**src/rtl/memory_bus_arbiter.sv**
```systemverilog
// memory_bus_arbiter
//   Round-robin arbiter sharing one 32-bit single-beat memory port between
//   NUM_MASTERS requesters. The owner keeps the port across back-to-back beats
//   and is preempted after MAX_BEATS completed beats if another master waits.
//
//   state   | meaning
//   --------+-----------------------------------------------------------
//   IDLE    | no owner, all memory_* outputs and master_ready are 0
//   GRANTED | grant_index owns the port, its beats are forwarded
//
// Ports
//   clk, rst              clock, asynchronous active-high reset
//   master_request        per-master beat request (held until master_ready)
//   master_address        per-master word address, master 0 in bits [31:0]
//   master_write_enable   per-master write (1) / read (0)
//   master_write_data     per-master write data, master 0 in bits [31:0]
//   master_ready          beat-complete strobe, owner bit only
//   master_read_data      memory_read_data broadcast
//   grant_valid           a master owns the port
//   grant_index           current owner
//   memory_*              forwarded beat toward the memory slave

module memory_bus_arbiter #(
    parameter int NUM_MASTERS = 2,
    parameter int MAX_BEATS   = 4
) (
    input  logic                             clk,
    input  logic                             rst,
    input  logic [NUM_MASTERS-1:0]           master_request,
    input  logic [32*NUM_MASTERS-1:0]        master_address,
    input  logic [NUM_MASTERS-1:0]           master_write_enable,
    input  logic [32*NUM_MASTERS-1:0]        master_write_data,
    output logic [NUM_MASTERS-1:0]           master_ready,
    output logic [31:0]                      master_read_data,
    output logic                             grant_valid,
    output logic [$clog2(NUM_MASTERS)-1:0]   grant_index,
    output logic                             memory_request,
    output logic [31:0]                      memory_address,
    output logic                             memory_write_enable,
    output logic [31:0]                      memory_write_data,
    input  logic [31:0]                      memory_read_data,
    input  logic                             memory_ready
);

    localparam int IDX_W = $clog2(NUM_MASTERS);
    localparam int BC_W  = $clog2(MAX_BEATS + 1);

    typedef enum logic {
        IDLE    = 1'b0,
        GRANTED = 1'b1
    } state_t;

    state_t                  state;
    logic [IDX_W-1:0]        rr_ptr;
    logic [BC_W-1:0]         beat_count;
    logic                    preempt_gap;

    logic                    granted;
    logic                    owner_req;
    logic [31:0]             owner_addr;
    logic                    owner_we;
    logic [31:0]             owner_wdata;
    logic [NUM_MASTERS-1:0]  cand;
    logic                    sel_found;
    logic [IDX_W-1:0]        sel_index;
    logic [IDX_W-1:0]        next_ptr;
    int unsigned             scan_idx;
    logic                    beat_done;
    logic                    at_limit;

    assign granted = (state == GRANTED);

    always_comb begin
        owner_req   = 1'b0;
        owner_addr  = '0;
        owner_we    = 1'b0;
        owner_wdata = '0;
        for (int i = 0; i < NUM_MASTERS; i++) begin
            if (grant_index == IDX_W'(i)) begin
                owner_req   = master_request[i];
                owner_addr  = master_address[i*32 +: 32];
                owner_we    = master_write_enable[i];
                owner_wdata = master_write_data[i*32 +: 32];
            end
        end
    end

    // While granted the owner is masked out of selection: on a drop its
    // request is already low, and on preemption it must not win again.
    always_comb begin
        cand = master_request;
        for (int i = 0; i < NUM_MASTERS; i++) begin
            if (granted && grant_index == IDX_W'(i)) begin
                cand[i] = 1'b0;
            end
        end
    end

    always_comb begin
        sel_found = 1'b0;
        sel_index = '0;
        scan_idx  = 0;
        for (int unsigned i = 0; i < NUM_MASTERS; i++) begin
            scan_idx = (32'(rr_ptr) + i) % NUM_MASTERS;
            if (!sel_found && cand[IDX_W'(scan_idx)]) begin
                sel_found = 1'b1;
                sel_index = IDX_W'(scan_idx);
            end
        end
    end

    assign next_ptr  = (sel_index == IDX_W'(NUM_MASTERS - 1)) ? '0 : sel_index + IDX_W'(1);
    assign beat_done = granted && memory_ready;
    assign at_limit  = (beat_count >= BC_W'(MAX_BEATS - 1));

    always_ff @(posedge clk or posedge rst) begin
        if (rst) begin
            state       <= IDLE;
            grant_valid <= 1'b0;
            grant_index <= '0;
            rr_ptr      <= '0;
            beat_count  <= '0;
            preempt_gap <= 1'b0;
        end else begin
            preempt_gap <= 1'b0;
            case (state)
                IDLE: begin
                    if (sel_found) begin
                        state       <= GRANTED;
                        grant_valid <= 1'b1;
                        grant_index <= sel_index;
                        rr_ptr      <= next_ptr;
                        beat_count  <= '0;
                    end
                end
                GRANTED: begin
                    if (!owner_req) begin
                        // The drop cycle itself is the handoff bubble.
                        if (sel_found) begin
                            grant_index <= sel_index;
                            rr_ptr      <= next_ptr;
                            beat_count  <= '0;
                        end else begin
                            state       <= IDLE;
                            grant_valid <= 1'b0;
                        end
                    end else if (beat_done) begin
                        if (at_limit && sel_found) begin
                            // Preempted right after a completed beat: the new
                            // owner's first cycle carries no request so the
                            // handoff still costs one idle cycle on memory.
                            grant_index <= sel_index;
                            rr_ptr      <= next_ptr;
                            beat_count  <= '0;
                            preempt_gap <= 1'b1;
                        end else if (beat_count != BC_W'(MAX_BEATS)) begin
                            beat_count <= beat_count + BC_W'(1);
                        end
                    end
                end
                default: begin
                    state       <= IDLE;
                    grant_valid <= 1'b0;
                end
            endcase
        end
    end

    assign memory_request      = granted && owner_req && !preempt_gap;
    assign memory_address      = granted ? owner_addr  : '0;
    assign memory_write_enable = granted ? owner_we    : 1'b0;
    assign memory_write_data   = granted ? owner_wdata : '0;
    assign master_read_data    = memory_read_data;

    always_comb begin
        master_ready = '0;
        for (int i = 0; i < NUM_MASTERS; i++) begin
            if (beat_done && grant_index == IDX_W'(i)) begin
                master_ready[i] = 1'b1;
            end
        end
    end

endmodule

```
**config.mk**
```make
export PLATFORM = sky130hd
export DESIGN_NAME = memory_bus_arbiter
export DESIGN_NICKNAME = d
export VERILOG_FILES = /design/src/rtl/memory_bus_arbiter.sv
export SDC_FILE = /design/constraint.sdc
export NUM_CORES = 1
export LEC_CHECK = 0
export CAP_MARGIN = 20
export CORE_AREA = 4 4 103 105
export CTS_CLUSTER_SIZE = 12
export DETAILED_ROUTE_END_ITERATION = 8
export DIE_AREA = 0 0 107 109
export DONT_BUFFER_PORTS = 1
export HOLD_SLACK_MARGIN = 0.08
export PLACE_DENSITY_LB_ADDON = 0.08
export SLEW_MARGIN = 30
export SYNTH_ARGS = -nofsm -noshare
export SYNTH_HDL_FRONTEND = slang
export SYNTH_SLANG_ARGS = --single-unit
```
**constraint.sdc**
```tcl
create_clock -name clk -period 1.75 [get_ports clk]
set_input_delay 0.175 -clock clk [delete_from_list [all_inputs] [get_ports clk]]
set_output_delay 0.175 -clock clk [all_outputs]
set_load 0.005 [all_outputs]
```
# Word level (Yosys, flattened, before mapping)
# Cells that the tools add are included.
# op_classes
n_addsub	3
magnitude_cmp	3
n_eq_ne	7
muxes	47
n_bitwise	2
reduce_logical	14
# op_table
operator	count
2-to-1 mux 32 bit	4
2-to-1 mux 1 bit	33
2-to-1 mux 3 bit	5
logical AND 1 bit	9
one-hot mux 1 bit (2 select lines)	4
inequality test 2 bit, second input constant	3
inequality test 3 x 2 -> 1 bit, second input constant	2
one-hot mux 3 bit (2 select lines)	1
less-than comparator 1 x 2 -> 1 bit, second input constant	2
inequality test 4 x 2 -> 1 bit, second input constant	1
AND reduction 2 bit	2
adder 3 x 1 -> 3 bit, second input constant	1
>= comparator 3 x 2 -> 1 bit, second input constant	1
inequality test 3 bit, second input constant	1
AND reduction 3 bit	1
adder 1 bit, second input constant	2
zero test 1 bit	2
NOT 1 bit	2
# totals
ff_bits	8

# Logic depth before layout (Yosys ltp)
# depth
ltp_word	15
ltp_mapped	6
ltp_nobuf	6

# Least setup slack after synthesis
# OpenSTA, ideal clock, no wires.
# synth_timing
kind	register -> register
start	register beat_count[0]
end	register with a tool-made name
setup_time_ns	0.126
arrival_ns	1.565
required_ns	1.624
setup_slack_ns	0.059
stages_incl_launch_ff	7
path_buffers	0
period_less_slack_ns	1.691
path_cell_list	dfrtp_1 -> ha_1 -> ha_1 -> a211oi_2 -> nand2b_1 -> nand2_1 -> o311a_1
# synth_rtl
element	line_no	source
from (decl)	55	logic [BC_W-1:0] beat_count;
from (signal assigned)	157	beat_count <= beat_count + BC_W'(1);

# Worst setup path after layout
# layout_timing
start	register grant_index
end	register beat_count[0]
# layout_via
elab_chain_len	14
word_cells_on_any_way	23
classes_between	eq/ne (2); mux (14); bitwise (1); reduce/logical (6)
# layout_lines
element	line_no	source
from (decl)	36	output logic [$clog2(NUM_MASTERS)-1:0] grant_index,
from (signal assigned)	131	grant_index <= sel_index;
from (signal assigned)	140	grant_index <= sel_index;
from (signal assigned)	152	grant_index <= sel_index;
NOT 1 bit	93	if (granted && grant_index == IDX_W'(i)) begin
logical AND 1 bit	93	
2-to-1 mux 1 bit	93	
2-to-1 mux 1 bit (implied by the code) (2 in a row)	105	if (!sel_found && cand[IDX_W'(scan_idx)]) begin
2-to-1 mux 1 bit	105	
zero test 1 bit	105	
logical AND 1 bit	105	
2-to-1 mux 1 bit	105	
logical AND 1 bit	148	if (at_limit && sel_found) begin
2-to-1 mux 3 bit	148	
2-to-1 mux 3 bit	147	end else if (beat_done) begin
2-to-1 mux 3 bit	137	if (!owner_req) begin
one-hot mux 3 bit (2 select lines)	126	case (state)
# Several ways; a longest one is shown, not always the timed one. The select of a mux whose other input is x is not followed.
# A chain may end at the register's enable or synchronous reset.

==> results list <==
- Result of the run: finished, final reports clean
- Sum of internal, switching and leakage power: 1.20 mW
* Avg Synthesized Cell Area: 7.36 µm²
- The share of the Yosys chip area taken by registers is 0.117.
- Number of iterations in the first detailed-routing pass: 4
- CTS tree: done
- Final Max Tran Viols: 0
* Setup ws final: 0.0791 ns
- Summing all multi-input logic gate instances after layout gives 1220 µm².
- Startpoint kind of the worst setup timing path: register
* Crit-path cells: mux2i_2, a2111oi_4, a211oi_2, buf_4, mux2_1
- The core region is 9640 µm².
* Maximum achievable frequency: 598 MHz
- Entering global routing, the biggest net connects 74 pins.
* Required time at the worst-slack endpoint: 1.86 ns
- WS Path Type: reg -> reg
- The routed layout has 1,496 vias.
* Detailed-placement wirelength estimate: 5240 µm
- Highest cell delay on the worst timing path: 0.51 ns
- The mapped netlist covers 1710 µm².
* Crit path buffers/inverters: 1
- In the final layout, the share of cells above drive strength 1 is 0.146.
* Worst-path cell with the longest stage delay: sky130_fd_sc_hd__dfrtp_4
- The startpoint identified for the worst register-to-register timing path is grant_index.
- Clock tree synthesis inserted a total of 3 buffers.
* Relative max-transition margin: 0.763
* Arrival time worst endpoint: 1.78 ns
- For this design, the sink count on the clock tree is 8.
- Final core utilization: 0.192
* Wire length of the first global-routing pass: 8190 µm
- At the placement stage, the worst setup path has a slack of 0.00382 ns.
- Timing startpoint of the critical path: grant_index
- The floorplan has 36 rows.
- Horizontal die dimension: 107 µm
- Power density over the cells: 652 nW/µm²
- The worst setup path is captured at a register.
- Area grow syn2layout: 7.81%
- Clk_skew: 0.00824 ns
- Final Cycle Share: 0.955
- Level count of the clock H-tree: 1
* Maximum count of clock buffers along a single path: 2
- The number of antenna violations at the first check in global routing was 0.
- Synthesis instantiated 31 different standard cells from the library.
* Starting Density: 0.178
- Clock-pin slew was measured on the worst setup and hold paths at 0.05 ns.
- Final hold analysis gives a worst-case slack of 0.132 ns.
- In this run the vertical extent of the chip is 109 µm.
- Path type of the worst min-delay path: in -> reg
* DIE AREA: 11,700 µm²
- Routability-driven placement finished with a final weighted congestion of 0.635.
- Final setup viols: 0
* Cell total after placement: 330
- Synthesized net count: 403
* Clock network latency to the later pin of the worst-skew pair: 0.24 ns
- Routed WL per cell: 19.2 µm
- Grouping stages by cell kind, the critical path spends the most delay in flip-flops.
- Hold wc startpoint: master_request[0]
- The repair_antennas step left the layout with diodes totalling 0.
- Final count of hold timing violations: 0
* Setup TNS Final: 0 ns
* Storage cell area: 204 µm²
* Number of cells produced by synthesis: 233
- For the finished layout, the period the worst path requires is 1.67 ns.
* Layout Nets: 377
- IR Drop Worst-Case VDD: 0.000192 V
* Crit-path max FO: 4
- CTS Root Cell: sky130_fd_sc_hd__clkbuf_8
- For this run, the number of Yosys warnings is 0.
* Grt ovf: 0
- Total of fill cells in the finished design: 1,114
- Leak Pwr: 0.874 nW
- The via count of the first global-routing pass came to 1,413.
- Slew of the pin with the lowest slew margin: 0.355 ns
- For this design the top-level I/O count stands at 269.
* Max-capacitance violation count: 0
- In this run the cell area measured after placement is 1690 µm².
* Final Instance Count excl. Fillers: 339
* Violation count after the first detailed-routing iteration: 57
- For this run, the total global-route usage over all layers was measured as 0.0886.
- Post-synthesis sequential element count: 8
* Number of port buffers: 0
- Remaining antenna violation count after routing: 0
* Post-route cell area: 1850 µm²
- Final routed DRC violation total: 0
- Post-detailed-route via-to-cell ratio: 4.41
* Final wirelength: 6510 µm
## layer usage
layer | global-route usage | part of all wire
met5 | 0 | 0
met4 | 0.0265 | 0.016
met3 | 0.0178 | 0.067
met2 | 0.161 | 0.54
met1 | 0.105 | 0.38
## timing repair
| action | 4_1_cts | 5_1_grt |
|---|---|---|
| setup buffers | 1 | 2 |
| setup endpoints to repair | 1 | 8 |
| cloned | 0 | 1 |
| endpoints found under the hold margin | 8 | 0 |
| hold buffers | 1 | 0 |
| pin swaps | 0 | 2 |
| gates resized for setup | 1 | 8 |
## report_power, final
group | switching, mW | internal, mW
logic | 0.392 | 0.331
clock network | 0.0858 | 0.159
registers | 0.0257 | 0.212
## synthesized netlist by cell type (all sizes together)
library cell  instances  area share
a2111oi               1      0.0088
a211o                 1      0.0051
a211oi                2       0.012
a21oi                 2      0.0058
a22o                  2       0.010
a31oi                 1      0.0037
and2                  1      0.0037
and3                  1      0.0037
and3b                 1      0.0051
buf                  37        0.16
clkbuf               11       0.024
dfrtp                 8        0.12
ha                    3       0.022
inv                   9       0.020
maj3                  1      0.0058
mux2                  2       0.013
mux2i                66        0.39
nand2                 5       0.011
nand2b                2      0.0073
nand3                 1      0.0029
nor2                 69        0.15
nor3                  1      0.0029
nor3b                 1      0.0044
o21a                  1      0.0044
o21ai                 2      0.0058
o311a                 1      0.0058
o31ai                 1      0.0044
## placed cells by master (no fill, tap or decap), types with 2 or more instances in the layout
cell,n
sky130_fd_sc_hd__mux2i_1,65
sky130_fd_sc_hd__buf_4,13
sky130_fd_sc_hd__nand2_1,5
sky130_fd_sc_hd__a22o_1,2
sky130_fd_sc_hd__o21ai_0,2
sky130_fd_sc_hd__a21oi_1,2
sky130_fd_sc_hd__nor2_1,69
sky130_fd_sc_hd__a211oi_2,2
sky130_fd_sc_hd__dfrtp_1,7
sky130_fd_sc_hd__inv_1,8
sky130_fd_sc_hd__clkbuf_8,3
## final timing paths
path                            slack (ns)  cells past startpoint       endpoint
worst min-delay path                  0.13                      2    grant_index
worst max-delay path                  0.08                      5  beat_count[0]
max in group asynchronous             1.12                      2    grant_index
worst max register to register        0.08                      5  beat_count[0]
worst min register to register        0.57                      1    grant_valid
min in group asynchronous             0.35                      2  beat_count[2]
## final cells by class
type,count,area share
clock buffers,4,0.0244
inverters,9,0.0183
multi-input cells,168,0.659
flip-flops and latches,8,0.110
well taps,133,0.0900
repair buffers,17,0.0975
## worst reg2reg max path, delay by kind of cell, from the launching register on
kind            cells  cell delay [ns]
flops               1             0.51
mux                 2             0.46
compound gates      2             0.43
buf+inv             1             0.15
## kinds of logic after synthesis
logic type      count (synthesis)  share of synthesized area
compound gates                 14                     0.0657
fa+ha+maj                       4                     0.0277
buf+inv                        57                      0.199
flops                           8                      0.117
mux                            68                      0.399
simple gates                   82                      0.192
No activity file was read; power rests on OpenSTA's default activity.
